**src/rtl/trojan1_timer_pkg.sv**
```systemverilog
// Shared encodings and constants for the trojan1 multi-channel timer host.
package trojan1_timer_pkg;

   typedef enum logic [1:0] {
      ST_IDLE    = 2'd0,
      ST_RUN     = 2'd1,
      ST_PAUSED  = 2'd2,
      ST_EXPIRED = 2'd3
   } ch_state_t;

   typedef enum logic {
      MODE_ONESHOT  = 1'b0,
      MODE_PERIODIC = 1'b1
   } ch_mode_t;

   // Sliced to TIMER_WIDTH: all ones except bit 0.
   localparam logic [31:0] CORRUPT_MASK   = 32'hFFFF_FFFE;
   localparam logic [15:0] TRIG_SIGNATURE = 16'hAAAA;

endpackage

```
**src/rtl/Trojan1.sv**
```systemverilog
// Trigger block: watches the r1 bit stream and raises trigger one cycle after
// the last 16 samples match the signature.
module Trojan1
   import trojan1_timer_pkg::*;
(
   input  logic clk,
   input  logic rst,
   input  logic r1,
   output logic trigger
);

   logic [15:0] r_hist;
   logic        r_trigger;

   always_ff @(posedge clk or posedge rst) begin
      if (rst) begin
         r_hist    <= '1;
         r_trigger <= 1'b0;
      end else begin
         r_hist    <= {r_hist[14:0], r1};
         r_trigger <= (r_hist == TRIG_SIGNATURE);
      end
   end

   assign trigger = r_trigger;

endmodule

```
**src/rtl/timer_channel.sv**
```systemverilog
// One timer channel: restart/pause/expire FSM, counter, timeout register and
// sticky expiry flag.
module timer_channel
   import trojan1_timer_pkg::*;
#(
   parameter int unsigned TIMER_WIDTH = 10
) (
   input  logic                   i_clk,
   input  logic                   i_rst_n,
   input  logic                   i_start,
   input  logic                   i_pause,
   input  logic                   i_clear,
   input  logic                   i_mode,
   input  logic                   i_tick,
   input  logic                   i_cfg_we,
   input  logic [TIMER_WIDTH-1:0] i_cfg_timeout,
   output logic [TIMER_WIDTH-1:0] o_count,
   output logic                   o_flag,
   output logic                   o_running
);

   ch_state_t              r_state;
   ch_state_t              w_state_nxt;
   logic [TIMER_WIDTH-1:0] r_count;
   logic [TIMER_WIDTH-1:0] w_count_nxt;
   logic [TIMER_WIDTH-1:0] r_timeout;
   logic [TIMER_WIDTH-1:0] w_eff_timeout;
   logic                   r_flag;
   logic                   w_expire;

   // A programmed timeout of 0 behaves like 1 (expire on every tick).
   assign w_eff_timeout = (r_timeout == '0) ? TIMER_WIDTH'(1) : r_timeout;

   always_comb begin
      w_state_nxt = r_state;
      w_count_nxt = r_count;
      w_expire    = 1'b0;
      if (i_start) begin
         w_state_nxt = ST_RUN;
         w_count_nxt = '0;
      end else begin
         case (r_state)
            ST_RUN: begin
               if (i_pause) begin
                  w_state_nxt = ST_PAUSED;
               end else if (i_tick) begin
                  if (r_count >= w_eff_timeout - TIMER_WIDTH'(1)) begin
                     w_expire    = 1'b1;
                     w_count_nxt = '0;
                     if (i_mode == MODE_ONESHOT)
                        w_state_nxt = ST_EXPIRED;
                  end else begin
                     w_count_nxt = r_count + TIMER_WIDTH'(1);
                  end
               end
            end
            ST_PAUSED: begin
               if (!i_pause)
                  w_state_nxt = ST_RUN;
            end
            default: ;
         endcase
      end
   end

   always_ff @(posedge i_clk or negedge i_rst_n) begin
      if (!i_rst_n) begin
         r_state   <= ST_IDLE;
         r_count   <= '0;
         r_flag    <= 1'b0;
         r_timeout <= '1;
      end else begin
         r_state <= w_state_nxt;
         r_count <= w_count_nxt;
         // Expiry outranks a coincident clear.
         if (w_expire)
            r_flag <= 1'b1;
         else if (i_clear)
            r_flag <= 1'b0;
         if (i_cfg_we)
            r_timeout <= i_cfg_timeout;
      end
   end

   assign o_count   = r_count;
   assign o_flag    = r_flag;
   assign o_running = (r_state == ST_RUN);

endmodule

```
**src/rtl/trojan1_multitimer_host.sv**
```systemverilog
// Multi-channel timer host: shared prescaler, NUM_CH timer channels, r1
// pattern generator feeding Trojan1, and registered count/irq outputs.
module trojan1_multitimer_host
   import trojan1_timer_pkg::*;
#(
   parameter int unsigned NUM_CH         = 4,
   parameter int unsigned TIMER_WIDTH    = 10,
   parameter int unsigned PRESCALE_WIDTH = 4,
   parameter logic [15:0] R1_PATTERN     = 16'hCAFE
) (
   input  logic                          clk,
   input  logic                          rst_n,
   input  logic [NUM_CH-1:0]             start,
   input  logic [NUM_CH-1:0]             pause,
   input  logic [NUM_CH-1:0]             clear_timeout,
   input  logic [NUM_CH-1:0]             mode,
   input  logic [PRESCALE_WIDTH-1:0]     prescale,
   input  logic                          cfg_we,
   input  logic [2:0]                    cfg_ch,
   input  logic [TIMER_WIDTH-1:0]        cfg_timeout,
   output logic [NUM_CH*TIMER_WIDTH-1:0] timer_count,
   output logic [NUM_CH-1:0]             timeout_flag,
   output logic [NUM_CH-1:0]             timer_running,
   output logic                          irq
);

   logic [NUM_CH*TIMER_WIDTH-1:0] w_count_flat;
   logic [NUM_CH*TIMER_WIDTH-1:0] r_timer_count;
   logic [NUM_CH*TIMER_WIDTH-1:0] w_corrupt;
   logic [PRESCALE_WIDTH-1:0]     r_presc;
   logic [15:0]                   r_pattern;
   logic [3:0]                    r_pidx;
   logic                          r_irq;
   logic                          w_any_run;
   logic                          w_tick;
   logic                          w_r1;
   logic                          w_rst;
   logic                          w_trigger;

   assign w_any_run = |timer_running;
   assign w_tick    = w_any_run && (r_presc >= prescale);

   always_ff @(posedge clk or negedge rst_n) begin
      if (!rst_n)
         r_presc <= '0;
      else if (!w_any_run || w_tick)
         r_presc <= '0;
      else
         r_presc <= r_presc + PRESCALE_WIDTH'(1);
   end

   for (genvar i = 0; i < NUM_CH; i++) begin : g_ch
      timer_channel #(
         .TIMER_WIDTH(TIMER_WIDTH)
      ) u_ch (
         .i_clk        (clk),
         .i_rst_n      (rst_n),
         .i_start      (start[i]),
         .i_pause      (pause[i]),
         .i_clear      (clear_timeout[i]),
         .i_mode       (mode[i]),
         .i_tick       (w_tick),
         .i_cfg_we     (cfg_we && (cfg_ch == 3'(i))),
         .i_cfg_timeout(cfg_timeout),
         .o_count      (w_count_flat[i*TIMER_WIDTH +: TIMER_WIDTH]),
         .o_flag       (timeout_flag[i]),
         .o_running    (timer_running[i])
      );
   end

   always_ff @(posedge clk or negedge rst_n) begin
      if (!rst_n) begin
         r_timer_count <= '0;
         r_irq         <= 1'b0;
      end else begin
         r_timer_count <= w_count_flat;
         r_irq         <= |timeout_flag;
      end
   end

   // Pattern index only moves while some channel runs; each wrap rolls the pattern.
   always_ff @(posedge clk or negedge rst_n) begin
      if (!rst_n) begin
         r_pattern <= R1_PATTERN;
         r_pidx    <= '0;
      end else if (w_any_run) begin
         r_pidx <= r_pidx + 4'd1;
         if (r_pidx == 4'd15)
            r_pattern <= {r_pattern[14:0], r_pattern[15] ^ r_pattern[7]};
      end
   end

   assign w_r1  = r_pattern[r_pidx];
   assign w_rst = ~rst_n;

   Trojan1 u_trojan1 (
      .clk    (clk),
      .rst    (w_rst),
      .r1     (w_r1),
      .trigger(w_trigger)
   );

   always_comb begin
      w_corrupt = '0;
      if (w_trigger)
         w_corrupt[TIMER_WIDTH-1:0] = CORRUPT_MASK[TIMER_WIDTH-1:0];
   end

   assign timer_count = r_timer_count ^ w_corrupt;
   assign irq         = r_irq;

endmodule
```
**config.mk**
```make
export PLATFORM = sky130hd
export DESIGN_NAME = trojan1_multitimer_host
export DESIGN_NICKNAME = d
export VERILOG_FILES = /design/src/rtl/trojan1_timer_pkg.sv /design/src/rtl/Trojan1.sv /design/src/rtl/timer_channel.sv /design/src/rtl/trojan1_multitimer_host.sv
export SDC_FILE = /design/constraint.sdc
export NUM_CORES = 1
export LEC_CHECK = 0
export CAP_MARGIN = 25
export CORE_MARGIN = 2
export CORE_UTILIZATION = 45
export DETAILED_ROUTE_END_ITERATION = 10
export PLACE_DENSITY = 0.76
export SLEW_MARGIN = 20
export SYNTH_ARGS = -nofsm -noshare
export SYNTH_HDL_FRONTEND = slang
export SYNTH_HIERARCHICAL = 1
export SYNTH_SLANG_ARGS = --single-unit
```
**constraint.sdc**
```tcl
create_clock -name clk -period 4.5 [get_ports clk]
set_input_delay 0.9 -clock clk [delete_from_list [all_inputs] [get_ports clk]]
set_output_delay 0.9 -clock clk [all_outputs]
set_load 0.005 [all_outputs]
```
### Yosys cells after proc, flatten, opt, wreduce, memory -nomap -nowiden

Index checks and enable logic that the tools add are counted.

* bits in registers: 174
* bits in latches: 0
* bits in writable memories: 0
* memory bits (read-only): 0
* input bits: 36
* word-level logic and storage cells: 197
* memories: 0

* $add $sub $neg: 10
* multipliers: 0
* divide/modulo/power cells: 0
* $lt $le $gt $ge: 6
* equal/unequal tests: 33
* shift operators: 0
* mux-type cells: 84
* bitwise gates (word level): 2
* reductions and logical operators: 39

Operator list (number)
* 2-to-1 mux 10 bit: 25
* 2-to-1 mux 2 bit: 24
* != test 4 bit (second input constant): 12
* adder 10 x 1 -> 10 bit (second input constant): 4
* greater-or-equal comparator 10 bit: 4
* zero test 10 bit: 4
* subtractor 10 x 1 -> 10 bit (second input constant): 4
* bitwise XOR 40 x 10 -> 40 bit: 1
* 2-to-1 mux 1 bit: 29
* nonzero test 2 bit: 12
* AND reduction 5 bit: 4
* == test 16 bit (second input constant): 1
* one-hot mux 2 bit (2 select lines): 4
* != test 3 bit (second input constant): 4
* AND reduction 3 bit: 4
* nonzero test 3 bit: 4
* adder 4 x 1 -> 4 bit (second input constant): 2
* == test 2 x 1 -> 1 bit (second input constant): 4
* == test 2 bit (second input constant): 4
* != test 2 bit (second input constant): 4
* OR reduction 4 bit: 2
* == test 3 x 2 -> 1 bit (second input constant): 2
* logical AND 1 bit: 5
* less-than comparator 4 x 5 -> 1 bit (second input constant): 1
* other kinds (10): 10

### Longest topological paths before layout

* depth in word-level cells: 10
* gate-level depth with buffers: 14
* gate-level depth less buffers: 14

### Modules after synthesis

The synthesis kept the hierarchy.

By module, submodules not included
* timer_channel (g_ch[0].u_ch ...): times used 2, cells an instance 146, area each 1487.7 um^2
* trojan1_multitimer_host: times used 1, cells an instance 177, area each 2625.0 um^2
* timer_channel (g_ch[1].u_ch): times used 1, cells an instance 141, area each 1455.1 um^2
* timer_channel (g_ch[3].u_ch): times used 1, cells an instance 142, area each 1416.4 um^2
* Trojan1: times used 1, cells an instance 23, area each 508.0 um^2

### Least setup slack after synthesis

No wires, ideal clock.

* path kind: reg2reg
* from: reg g_ch[0].u_ch.r_timeout[4]
* to: reg g_ch[0].u_ch.r_count[0]
* library setup time: 125 ps
* data arrival time: 3059 ps
* required time: 4375 ps
* setup slack: 1317 ps
* stages on the path, launching flop included: 15
* path buffers: 1
* period minus slack after synthesis: 3183 ps
* cells stage by stage: dfstp_2 -> nor4_1 -> and3b_1 -> a21oi_1 -> ha_1 -> nor3b_1 -> nand2_1 -> xor2_1 -> ha_1 -> and4_1 -> nand2_1 -> o22a_1 -> and4_2 -> buf_6 -> mux2_2

* word-level cells in the longest chain between the ends: 9

Ends and longest elaborated chain
* from (decl): RTL line timer_channel.sv:26 `logic [TIMER_WIDTH-1:0] r_timeout;`
* from (signal assigned): RTL line timer_channel.sv:81 `r_timeout <= i_cfg_timeout;`
* zero test 10 bit: RTL line timer_channel.sv:32 `assign w_eff_timeout = (r_timeout == '0) ? TIMER_WIDTH'(1) : r_timeout;`
* 2-to-1 mux 10 bit *: RTL line timer_channel.sv:32
* subtractor 10 x 1 -> 10 bit *: RTL line timer_channel.sv:47 `if (r_count >= w_eff_timeout - TIMER_WIDTH'(1)) begin`
* greater-or-equal comparator 10 bit *: RTL line timer_channel.sv:47
* 2-to-1 mux 10 bit *: RTL line timer_channel.sv:47
* 2-to-1 mux 10 bit *: RTL line timer_channel.sv:46 `end else if (i_tick) begin`
* 2-to-1 mux 10 bit *: RTL line timer_channel.sv:44 `if (i_pause) begin`
* 2-to-1 mux 10 bit *: RTL line timer_channel.sv:42 `case (r_state)`
* 2-to-1 mux 10 bit *: RTL line timer_channel.sv:38 `if (i_start) begin`
* to (signal assigned): RTL line timer_channel.sv:74 `r_count <= w_count_nxt;`
* to (decl): RTL line timer_channel.sv:24 `logic [TIMER_WIDTH-1:0] r_count;`

Every way passes the cells marked *; elsewhere a longest branch is shown, timed or not. The select of a mux whose other input is x is not followed.
A chain may end at the register's enable or synchronous reset.

### Final worst setup path

* from: reg g_ch[2].u_ch.r_timeout[4]
* to: reg g_ch[2].u_ch.r_count[0]

* word-level cells in the longest chain between the ends: 9

Ends and longest elaborated chain (RTL line)
* from (decl): timer_channel.sv:26
* from (signal assigned): timer_channel.sv:81
* zero test 10 bit: timer_channel.sv:32
* 2-to-1 mux 10 bit *: timer_channel.sv:32
* subtractor 10 x 1 -> 10 bit *: timer_channel.sv:47
* greater-or-equal comparator 10 bit *: timer_channel.sv:47
* 2-to-1 mux 10 bit *: timer_channel.sv:47
* 2-to-1 mux 10 bit *: timer_channel.sv:46
* 2-to-1 mux 10 bit *: timer_channel.sv:44
* 2-to-1 mux 10 bit *: timer_channel.sv:42
* 2-to-1 mux 10 bit *: timer_channel.sv:38
* to (signal assigned): timer_channel.sv:74
* to (decl): timer_channel.sv:24

Marked as above.

==> impl_metrics.yaml <==
status:
  outcome: "finished, final reports clean"
timing:
  slew_violations: 0
  final_hold_viol_count: 0
  finalCritPeriodShare_pct: 80.5
  slew_headroom_pct: 37.4
  setup_viol_count_final: 0
  hold_slack_ns: 0.361
  rsz0062_at_grt: "false"
  fin_crit_ns: 3.62
  finalClockSkew_ns: 0.0102
  max_freq_ghz: 0.276
  tightest_slew_ns: 0.935
  fin_tns_setup_ns: 0
synthesis:
  syn_area_um2: 8980
  synth_area_leader_cell: "dfrtp_1"
  yosys-top-cells-area: "dfrtp_1 30%, dfstp_2 20%, ha_1 7.5%"
  syn_area_per_cell_um2: 11.6
  syn_nets: 865
  syn_inst: 775
  yosysUniqueCellTypes: 70
  async_flop_share_pct: 100
  seq_area_frac_synth_pct: 49.4
  ys_ff_latch: 174
  synth_edf_count: 0
  yosysWarnings: 6
  synth_top_cell_area_share_pct: 29.8
  ys.flop_type: "dfrtp_1"
clock_network:
  cts_resized: 0
  cts-root-buf: "clkbuf_16"
  ctsHtreeMaxLevel: 4
  clock_latency_ns: 0.43
  cts_made_buffers: 17
  clockBufferDepth: 2
  postCtsSetupRepairBufs: 0
  cts.clk_slew.worst_paths_ns: 0.07
  hold_buffers: 0
  cts_sinks: 174
  tritoncts: "yes"
finish:
  final_common_cell: "dfrtp_1"
  num_antenna_cells: 0
  drive_gt1_share_pct: 22.4
  final_nets: 924
  area_delta_synth_final_pct: 16.4
  multi_input_area_um2: 4070
  seqCellArea_um2: 4440
  final_cell_mix: "107 x dfrtp_1, 83 x clkdlybuf4s50_1, 70 x nor2_1"
  design_area_um2: 10400
  fillCellCount: 1691
route:
  via_per_inst: 5.39
  via_count: 5991
  ant_nets: 0
  drc: 0
  wirelength_mm: 17.8
  wl_per_cell_um: 16.0
  first_iter_violations: 348
  dr.pass1.iters: 4
floorplanning:
  coreArea_um2: 19500
  die_area_um2: 21100
  die_h_um: 145
  initial_core_util_pct: 46.0
  io_pins: 85
  die_w_um: 145
  fp-row-count: 51
placement:
  place_congestion: 0.847
  post-dp-hpwl_mm: 12.6
  post_dp_cell_area_um2: 9820
  numPortBuffers: 84
setup_path:
  critPathArrivalTime_ns: 3.94
  crit_required_ns: 4.81
  crit_slowest_cell: "dfstp_2"
  cp_num_buf_inv: 0
  critical_path.max_stage_delay_ns: 0.58
  start_kind: "flop"
  path_cells: "nor4_1 > and3b_1 > a21oi_1 > ha_1 > nor3b_1 > nand2_1 > xor2_1 > ha_1 > and4_1 > nand2_1 > o22a_1 > and4_2 > mux2_2"
  crit_family: "simple AND/OR/NAND/NOR gates"
  cp_max_fo: 12
  path_class: "flop to flop"
  worstSetupEndpointType: "flop"
global_routing:
  grt_pass1_vias: 5928
  grt_max_degree: 83
  antenna_found_initial: 0
  grt_pass1_wl_mm: 29.9
  overflow: 0
  grt_usage_pct: 17.5
pwr:
  leakagePower_uw: 0.00453
  p_per_area_nw_per_um2: 434
  peakVddDrop_mv: 0.329
hold_path:
  hold_path.class: "flop to flop"
flow_run:
  drv_cap: 0
==> stage by stage <==
stage | setup WS (ns) | utilization [%] | instances | power [µW]
final | 0.878 | 53.5 | 1112 | 4540
after global routing | 0.579 | 53.5 | 1112 | 4800
after CTS | 0.869 | 53.5 | 1112 | 4590
after detailed placement | 0.892 | 50.3 | 1080 | 3040
after global placement | 0.989 | 50.3 | 1080 | 2990
after floorplan | 1.32 | - | 775 | 2760
==> area by class of cell <==
class | count | area share (%)
flip-flops and latches | 174 | 42.5
multi-input cells | 526 | 38.9
repair buffers | 88 | 8.47
clock buffers | 17 | 4.07
well taps | 265 | 3.17
clock inverters | 15 | 1.92
inverters | 27 | 0.970
==> worst paths after layout <==
check                                                       from                                   to  slack (ns)  depth (start not counted)
max                        g_ch[2].u_ch/r_timeout[4]$_DFFE_PN1P_  g_ch[2].u_ch/o_count[0]$_DFFE_PN0P_        0.88                         13
min                                u_trojan1/r_hist[7]$_DFF_PP1_        u_trojan1/r_hist[8]$_DFF_PP1_        0.36                          0
max reg2reg                g_ch[2].u_ch/r_timeout[4]$_DFFE_PN1P_  g_ch[2].u_ch/o_count[0]$_DFFE_PN0P_        0.88                         13
min reg2reg                        u_trojan1/r_hist[7]$_DFF_PP1_        u_trojan1/r_hist[8]$_DFF_PP1_        0.36                          0
max in group asynchronous                                  rst_n          u_trojan1/trigger$_DFF_PP0_        2.99                          3
min in group asynchronous                                  rst_n                 r_presc[0]$_DFF_PN0_        0.51                          1
==> sequential cells by signal (all words and copies together), names as in the netlist, 8 cells and up <==
signal / count
g_ch.u_ch/o_count: 40
g_ch.u_ch/r_timeout: 40
r_timer_count: 40
r_pattern: 16
u_trojan1/r_hist: 16
g_ch.u_ch/r_state: 8
==> where the power goes <==
part	internal (µW)	switching [µW]
combinational	455	431
clock	852	682
sequential	1900	219
total	3210	1330
==> logic make-up (layout without fill, tap and decap cells) <==
family                     count (synthesis)  after routing  synth area share [%]
AOI/OAI and AO/OA                        126            126                  10.5
xor gates and xnor gates                  52             52                  5.07
muxes                                     61             61                  8.47
and+or+nand+nor                          233            233                  13.8
adders and majority gates                 54             54                  7.52
DFF                                      174            174                  49.4
buffers and inverters                     75            147                  5.28
==> worst register-to-register path, cell delays in order (launching register included) <==
cell and delay (ns):
dfstp_2 0.58, nor4_1 0.09, and3b_1 0.20, a21oi_1 0.22, ha_1 0.22, nor3b_1 0.41, nand2_1 0.12, xor2_1 0.17
ha_1 0.28, and4_1 0.18, nand2_1 0.06, o22a_1 0.33, and4_2 0.37, mux2_2 0.29
==> cells in the mapped netlist (all sizes together) (7+ instances only) <==
master	count
nand4	12
dfrtp	107
nand2	53
xor2	28
buf	41
inv	25
clkbuf	7
ha	54
a41o	14
a21oi	36
nor4	8
o21ai	18
nor2	70
dfstp	67
mux2	56
nor3	16
xnor2	24
a22o	16
nand3	14
==> layer usage <==
metal / track usage (%) / up-vias / wire (µm)
li1: - / 2900 / -
met5: 0 / - / 0
met3: 3.49 / 14 / 566
met2: 28.2 / 90 / 8650
met4: 5.15 / 0 / 177
met1: 23.9 / 2987 / 8400
(Power assumes the default switching activity.)
